==> config.mk <==
export PLATFORM = sky130hd
export DESIGN_NAME = hazard_fwd_unit
export DESIGN_NICKNAME = d
export VERILOG_FILES = /design/src/rtl/hazard_fwd_unit.sv
export SDC_FILE = /design/constraint.sdc
export NUM_CORES = 1
export LEC_CHECK = 0
export CAP_MARGIN = 20
export CORE_UTILIZATION = 40
export CTS_CLUSTER_SIZE = 40
export DETAILED_ROUTE_END_ITERATION = 8
export DONT_BUFFER_PORTS = 1
export MAX_ROUTING_LAYER = met4
export SLEW_MARGIN = 20
export SYNTH_ARGS = -nofsm -noshare
export SYNTH_HDL_FRONTEND = slang
export SYNTH_SLANG_ARGS = --single-unit
==> constraint.sdc <==
create_clock -name clk -period 2.41 [get_ports clk]
set_clock_uncertainty 0.15 [all_clocks]
set_input_delay 0.241 -clock clk [delete_from_list [all_inputs] [get_ports clk]]
set_output_delay 0.241 -clock clk [all_outputs]
set_load 0.05 [all_outputs]
==> src/rtl/hazard_fwd_unit.sv <==
// Hazard and forwarding controller for the ID stage: tracks in-flight destination
// registers, resolves rs/rt operands to regfile or stage data, and stalls on load-use.
module hazard_fwd_unit #(
  parameter int DATA_W     = 32,
  parameter int ADDR_W     = 5,
  parameter int FWD_STAGES = 3,
  parameter int LOAD_LAT   = 1,
  parameter int CNT_W      = 16,
  parameter int SEL_W      = $clog2(FWD_STAGES + 1)
) (
  input  logic                       clk,
  input  logic                       rst,
  input  logic                       id_valid_i,
  input  logic                       id_rs_en_i,
  input  logic [ADDR_W-1:0]          id_rs_addr_i,
  input  logic                       id_rt_en_i,
  input  logic [ADDR_W-1:0]          id_rt_addr_i,
  input  logic                       id_wr_en_i,
  input  logic [ADDR_W-1:0]          id_wr_addr_i,
  input  logic                       id_is_load_i,
  input  logic                       flush_i,
  input  logic [DATA_W-1:0]          rf_rs_data_i,
  input  logic [DATA_W-1:0]          rf_rt_data_i,
  input  logic [FWD_STAGES*DATA_W-1:0] stage_data_i,
  output logic [DATA_W-1:0]          rs_data_o,
  output logic [DATA_W-1:0]          rt_data_o,
  output logic [SEL_W-1:0]           rs_sel_o,
  output logic [SEL_W-1:0]           rt_sel_o,
  output logic                       stall_o,
  output logic [CNT_W-1:0]           stall_cnt_o
);

  typedef struct packed {
    logic [SEL_W-1:0]  sel;
    logic [DATA_W-1:0] data;
    logic              haz;
  } res_t;

  logic [FWD_STAGES-1:0] trk_vld_q, trk_vld_d;
  logic [FWD_STAGES-1:0] trk_load_q, trk_load_d;
  logic [ADDR_W-1:0]     trk_addr_q [FWD_STAGES];
  logic [ADDR_W-1:0]     trk_addr_d [FWD_STAGES];
  logic [CNT_W-1:0]      stall_cnt_q, stall_cnt_d;

  res_t rs_res, rt_res;
  logic push;

  // Walk from the oldest stage to the youngest so the youngest match overwrites.
  function automatic res_t resolve(input logic en,
                                   input logic [ADDR_W-1:0] addr,
                                   input logic [DATA_W-1:0] rf);
    res_t r;
    r.sel  = '0;
    r.data = rf;
    r.haz  = 1'b0;
    for (int k = FWD_STAGES - 1; k >= 0; k--) begin
      if (en && (addr != '0) && trk_vld_q[k] && (trk_addr_q[k] == addr)) begin
        r.sel  = SEL_W'(k + 1);
        r.data = stage_data_i[k*DATA_W +: DATA_W];
        r.haz  = trk_load_q[k] && (k < LOAD_LAT);
      end
    end
    return r;
  endfunction

  always_comb begin
    rs_res = resolve(id_rs_en_i & ~rst, id_rs_addr_i, rf_rs_data_i);
    rt_res = resolve(id_rt_en_i & ~rst, id_rt_addr_i, rf_rt_data_i);
  end

  assign rs_sel_o  = rs_res.sel;
  assign rs_data_o = rs_res.data;
  assign rt_sel_o  = rt_res.sel;
  assign rt_data_o = rt_res.data;

  // Flush squashes the instruction, so it can never be the one that stalls.
  assign stall_o = ~rst & id_valid_i & ~flush_i & (rs_res.haz | rt_res.haz);

  assign push = id_valid_i & id_wr_en_i & (id_wr_addr_i != '0) & ~stall_o & ~flush_i;

  always_comb begin
    trk_vld_d  = '0;
    trk_load_d = '0;
    for (int k = 0; k < FWD_STAGES; k++) begin
      trk_addr_d[k] = '0;
    end
    trk_vld_d[0]  = push;
    trk_load_d[0] = id_is_load_i;
    trk_addr_d[0] = id_wr_addr_i;
    for (int k = 1; k < FWD_STAGES; k++) begin
      trk_vld_d[k]  = trk_vld_q[k-1];
      trk_load_d[k] = trk_load_q[k-1];
      trk_addr_d[k] = trk_addr_q[k-1];
    end
  end

  always_comb begin
    stall_cnt_d = stall_cnt_q;
    if (stall_o && (stall_cnt_q != {CNT_W{1'b1}})) begin
      stall_cnt_d = stall_cnt_q + CNT_W'(1);
    end
  end

  always_ff @(posedge clk) begin
    if (rst) begin
      trk_vld_q   <= '0;
      trk_load_q  <= '0;
      stall_cnt_q <= '0;
      for (int k = 0; k < FWD_STAGES; k++) begin
        trk_addr_q[k] <= '0;
      end
    end else begin
      trk_vld_q   <= trk_vld_d;
      trk_load_q  <= trk_load_d;
      stall_cnt_q <= stall_cnt_d;
      for (int k = 0; k < FWD_STAGES; k++) begin
        trk_addr_q[k] <= trk_addr_d[k];
      end
    end
  end

  assign stall_cnt_o = stall_cnt_q;

endmodule
* Word-level counts from Yosys, hierarchy flattened
Memory sizes are Yosys's and may differ from the RTL's.
Cells that the tools add are included.
** Storage, ports and cells
- RAM bits :: 15
- Bits in latches :: 0
- Register bits after elaboration :: 20
- Memory bits (read-only) :: 0
- Memories kept :: 1
- Input bits :: 183
- Output and inout bits :: 85
- Logic and storage cells :: 58
** Memories
- trk_addr_q :: depth 3, width 5, read ports 3, clocked after memory_dff 0, write ports 3, RTL line 41 : logic [ADDR_W-1:0] trk_addr_q [FWD_STAGES];
** Cells by class
- $lt $le $gt $ge :: 0
- Multiplexer cells :: 12
- Bitwise operators :: 16
- Equality and inequality tests :: 7
- $mul :: 0
- Div/mod/pow operators :: 0
- Reduce and logical (&&, ||, !) cells :: 18
- Add/sub/neg operators :: 1
- Shift-type cells :: 0
** Operators by type and width (count)
- two-way mux 35 bit :: 6
- == test 5 bit :: 6
- adder 16 x 1 -> 16 bit, second input constant :: 1
- != test 16 bit, second input constant :: 1
- logical AND 1 bit :: 15
- two-way mux 5 bit :: 3
- nonzero test 5 bit :: 3
- AND 1 bit :: 9
- bitwise OR 1 bit :: 4
- two-way mux 1 bit :: 3
- inverter 1 bit :: 3

* Longest topological paths before layout
- Depth in word-level cells :: 13
- Depth in mapped cells :: 8
- Gate-level depth less buffers :: 6

* Worst setup path before layout
No wires, ideal clock.
- Path type :: input-to-output
- Start point :: in id_rt_addr_i[0]
- End point :: out rt_data_o[13]
- Arrival time :: 2.375 ns
- Required time :: 2.019 ns
- Setup slack :: -0.356 ns
- Buffers on the path :: 3
- Stages on the path :: 8
- Cells stage by stage :: clkbuf_1 xor2_1 nor4_1 and2_1 buf_6 buf_6 a211oi_2 o21ai_1
** Between the ends
- Cells in the longest elaborated chain, start to end :: 7
- Elaborated cells on any way between the ends :: 14
- Those cells by class :: 3 x eq/ne; 3 x mux; 8 x reduce/logical
** RTL lines
- start: declaration :: RTL line 17 : input logic [ADDR_W-1:0] id_rt_addr_i,
- nonzero test 5 bit :: RTL line 57 : if (en && (addr != '0) && trk_vld_q[k] && (trk_addr_q[k] == addr)) begin
- logical AND 1 bit (3 in series) :: RTL line 57
- two-way mux 35 bit (2 in series) :: RTL line 57
- two-way mux 35 bit * :: RTL line 57
- end: declaration :: RTL line 26 : output logic [DATA_W-1:0] rt_data_o,
Every way passes the cells marked *; elsewhere a longest branch is shown, timed or not.

==> impl_summary.log <==
[metrics] Clock Sinks: 35
[metrics] TritonCTS buffer count: 5
[metrics] maxcap violations: 0
[metrics] P per Cell Area: 262.5 nW/um2
[metrics] wire length per cell after detailed routing: 25.40 um
[metrics] clock tree from TritonCTS: yes
[metrics] number of distinct standard cells referenced by the synthesized netlist: 56
[metrics] post-synthesis average cell area: 7.148 um2
[metrics] number of port buffers: 0
[metrics] worst setup slack after layout: -150.4 ps
[metrics] wirelength, routed: 22530 um
[metrics] DPL Wire Length: 14840 um
[metrics] data arrival time of the critical path: 2170 ps
[metrics] number of nets at the end of the flow: 929
[metrics] number of remaining DRC errors: 0
[metrics] endpoints failing hold: 0
[metrics] wire length of the first global-routing pass: 31930 um
[metrics] crit path time final: 2560 ps
[metrics] vias in the first global route: 5794
[metrics] RD Place Congestion: 0.9357
[metrics] overall die width: 109.4 um
[metrics] site row count: 38
[metrics] share of the yosys chip area belonging to registers: 15.20%
[metrics] maximum number of pins on one net before global-route repair: 38
[metrics] final slew viol count: 0
[metrics] Slew HR: 50.26%
[metrics] instance count of the mapped netlist: 645
[metrics] outcome: finished, violations left
[metrics] fraction of the cycle the final worst path needs: 106.2%
[metrics] CP max FO: 34
[metrics] transition time at the pin with the least slew margin: 743.6 ps
[metrics] number of warnings issued by yosys: 0
[metrics] register bit total from synthesis: 35
[metrics] required arrival time at the worst endpoint: 2020 ps
[metrics] Critical Path End Type: primary output
[metrics] maximum clock frequency: 390.6 MHz
[metrics] Finished Core Util: 76.72%
[metrics] starting density of the core: 41.80%
[metrics] Max clock buf depth: 2
[metrics] Clock Pin Slew Worst Setup and Hold Paths: 60 ps
[metrics] Initial DRT Pass Iterations: 6
[metrics] CTS H-tree depth: 2
[metrics] clock tree root driver cell: clkbuf_16
[metrics] core outline area: 11030 um2
[metrics] RSZ-0062 raised after global routing: true
[metrics] global router's overall resource usage: 35.73%
[metrics] DIE AREA: 11960 um2
[metrics] ratio of cells with drive above 1 in the final layout: 50.00%
[metrics] path class of the lowest-slack min-delay path: in2reg
[metrics] setup violation total in the final timing report: 72
[metrics] path type of the worst setup path: reg2out
[metrics] count of nets left with antenna violations after detail routing: 0
[metrics] number of vias after detailed routing: 5805
[metrics] Skew-Pair Late Insertion Delay: 280 ps
[metrics] reported leakage power: 3.198 nW
[metrics] remaining global-route overflow: 0
[metrics] worst voltage drop across the vdd grid: 0.0004872 V
[metrics] height of the die: 109.4 um
[metrics] Post-Synthesis Net Count: 829
[metrics] Setup Slack @ Placement: -175.3 ps
[metrics] DRT iter0 DRCs: 508
[metrics] Vias/cell: 6.545
[metrics] Critical Path Source Type: flip-flop
[metrics] Area Overhead vs Synth: 83.56%
[metrics] overall power after layout: 2.221 mW
[metrics] violations in the final reports: negative setup slack
[metrics] antenna violations before repair: 1
[metrics] Ports: 268
[metrics] post-synthesis instance area: 4611 um2
[placed cells by master, fill, tap and decap left out, types with 13 or more instances in the layout]
master	instances
buf_12	86
o211a_1	30
a211oi_4	17
o21ai_4	75
nor2_1	24
o21ai_0	33
buf_4	36
nand2_1	77
a21boi_0	20
mux2_4	13
o21ai_1	18
a211oi_2	16
nor2b_1	34
dfxtp_1	17
dfxtp_2	17
o21ai_2	36
inv_1	34
xnor2_1	17
[metrics by stage]
step           hold slack [ps]  instance area, um2  instances  setup TNS [ps]
4_1_cts                  23.97                8110        878           -5905
3_3_place_gp             166.5                7116        850           -2368
3_5_place_dp             167.4                7116        850           -3770
5_1_grt                  34.64                8463        887          -14160
6_report                 30.74                8463        887           -7644
2_1_floorplan            219.2                5323        645          -110.6
[cell families after synthesis]
kind of cell	share of synthesized area (%)
adders and majority gates	0.2713
muxes	4.532
AOI/OAI and AO/OA	43.04
xor gates and xnor gates	5.862
buffers and inverters	9.281
DFF	15.20
and+or+nand+nor	21.82
[critical path, cell delays in order, from the launching register on]
cell      delay, ps
dfxtp_1         340
xor2_1          200
nor4_1          390
nand4b_1        210
buf_12          230
o211a_4         170
o21ai_4         190
buf_12          160
[final cells by class]
class	count	area, um2
clock inverter	3	43.79
inverter	34	127.6
tap	140	175.2
clock buffer	5	125.1
fill	712	2567
sequential	35	725.7
multi-input combinational	520	4842
timing repair buffer	149	2421
antenna	1	2.502
[path summary, 6_finish.rpt]
path	from	to	slack, ps	cells past startpoint
max	trk_addr_q[0][8]	rs_data_o[13]	-150	7
min	rst	stall_cnt_o[13]	30	2
min reg2reg	trk_addr_q[0][4]	trk_addr_q[0][9]	350	1
max reg2reg	trk_addr_q[0][2]	stall_cnt_o[15]	-90	8
[synthesized netlist by cell type (all sizes together)]
cell type / count / share of area (%)
nand2: 84 / 6.9
a21oi: 10 / 1.7
inv: 34 / 2.8
mux2i: 1 / 0.22
nor2b: 35 / 4.8
nand4: 11 / 1.5
nor2: 25 / 2.0
dfxtp: 35 / 15
buf: 18 / 3.4
ha: 1 / 0.27
and2: 1 / 0.14
clkbuf: 38 / 3.1
a21boi: 32 / 5.2
o2111a: 1 / 0.24
or2: 3 / 0.41
nor3b: 1 / 0.41
o2111ai: 1 / 0.19
nand3: 6 / 0.65
xor2: 8 / 1.5
and3: 1 / 0.14
or4b: 3 / 0.73
nor3: 2 / 0.22
a21o: 1 / 0.16
xnor2: 22 / 4.3
or3b: 1 / 0.19
o211ai: 1 / 0.16
a211oi: 35 / 9.1
o21ai: 162 / 18
nand4b: 1 / 0.19
a2111oi: 3 / 1.5
and3b: 1 / 0.19
or3: 2 / 0.27
o21ba: 1 / 0.22
nor4: 5 / 1.1
o211a: 32 / 6.9
nand2b: 2 / 0.27
or4: 10 / 1.7
mux2: 15 / 4.3
[registers in the layout, indices dropped and copies added (netlist names)]
register     flops
trk_vld_q        3
trk_load_q       1
trk_addr_q      15
stall_cnt_o     16
[report_power, final]
part / switching (mW) / internal [mW]
logic: 0.445 / 0.432
clock network: 0.253 / 0.487
registers: 0.0133 / 0.591
[what timing repair did]
action	4_1_cts	5_1_grt
pin swaps	66	19
gates cloned	4	6
setup buffers	8	3
endpoints found under the hold margin	19	0
endpoints found under the setup margin	75	82
gates resized for setup	181	44
hold buffers	8	0
[metal layers]
metal | vias up | track usage (%) | wire length, um
met1 | 2793 | 41.85 | 8351
met2 | 391 | 57.28 | 10960
met5 | - | - | 0
li1 | 2511 | - | -
met3 | 110 | 9.544 | 1990
met4 | 0 | 16.00 | 1221
Power figures use the tool's default switching activity.
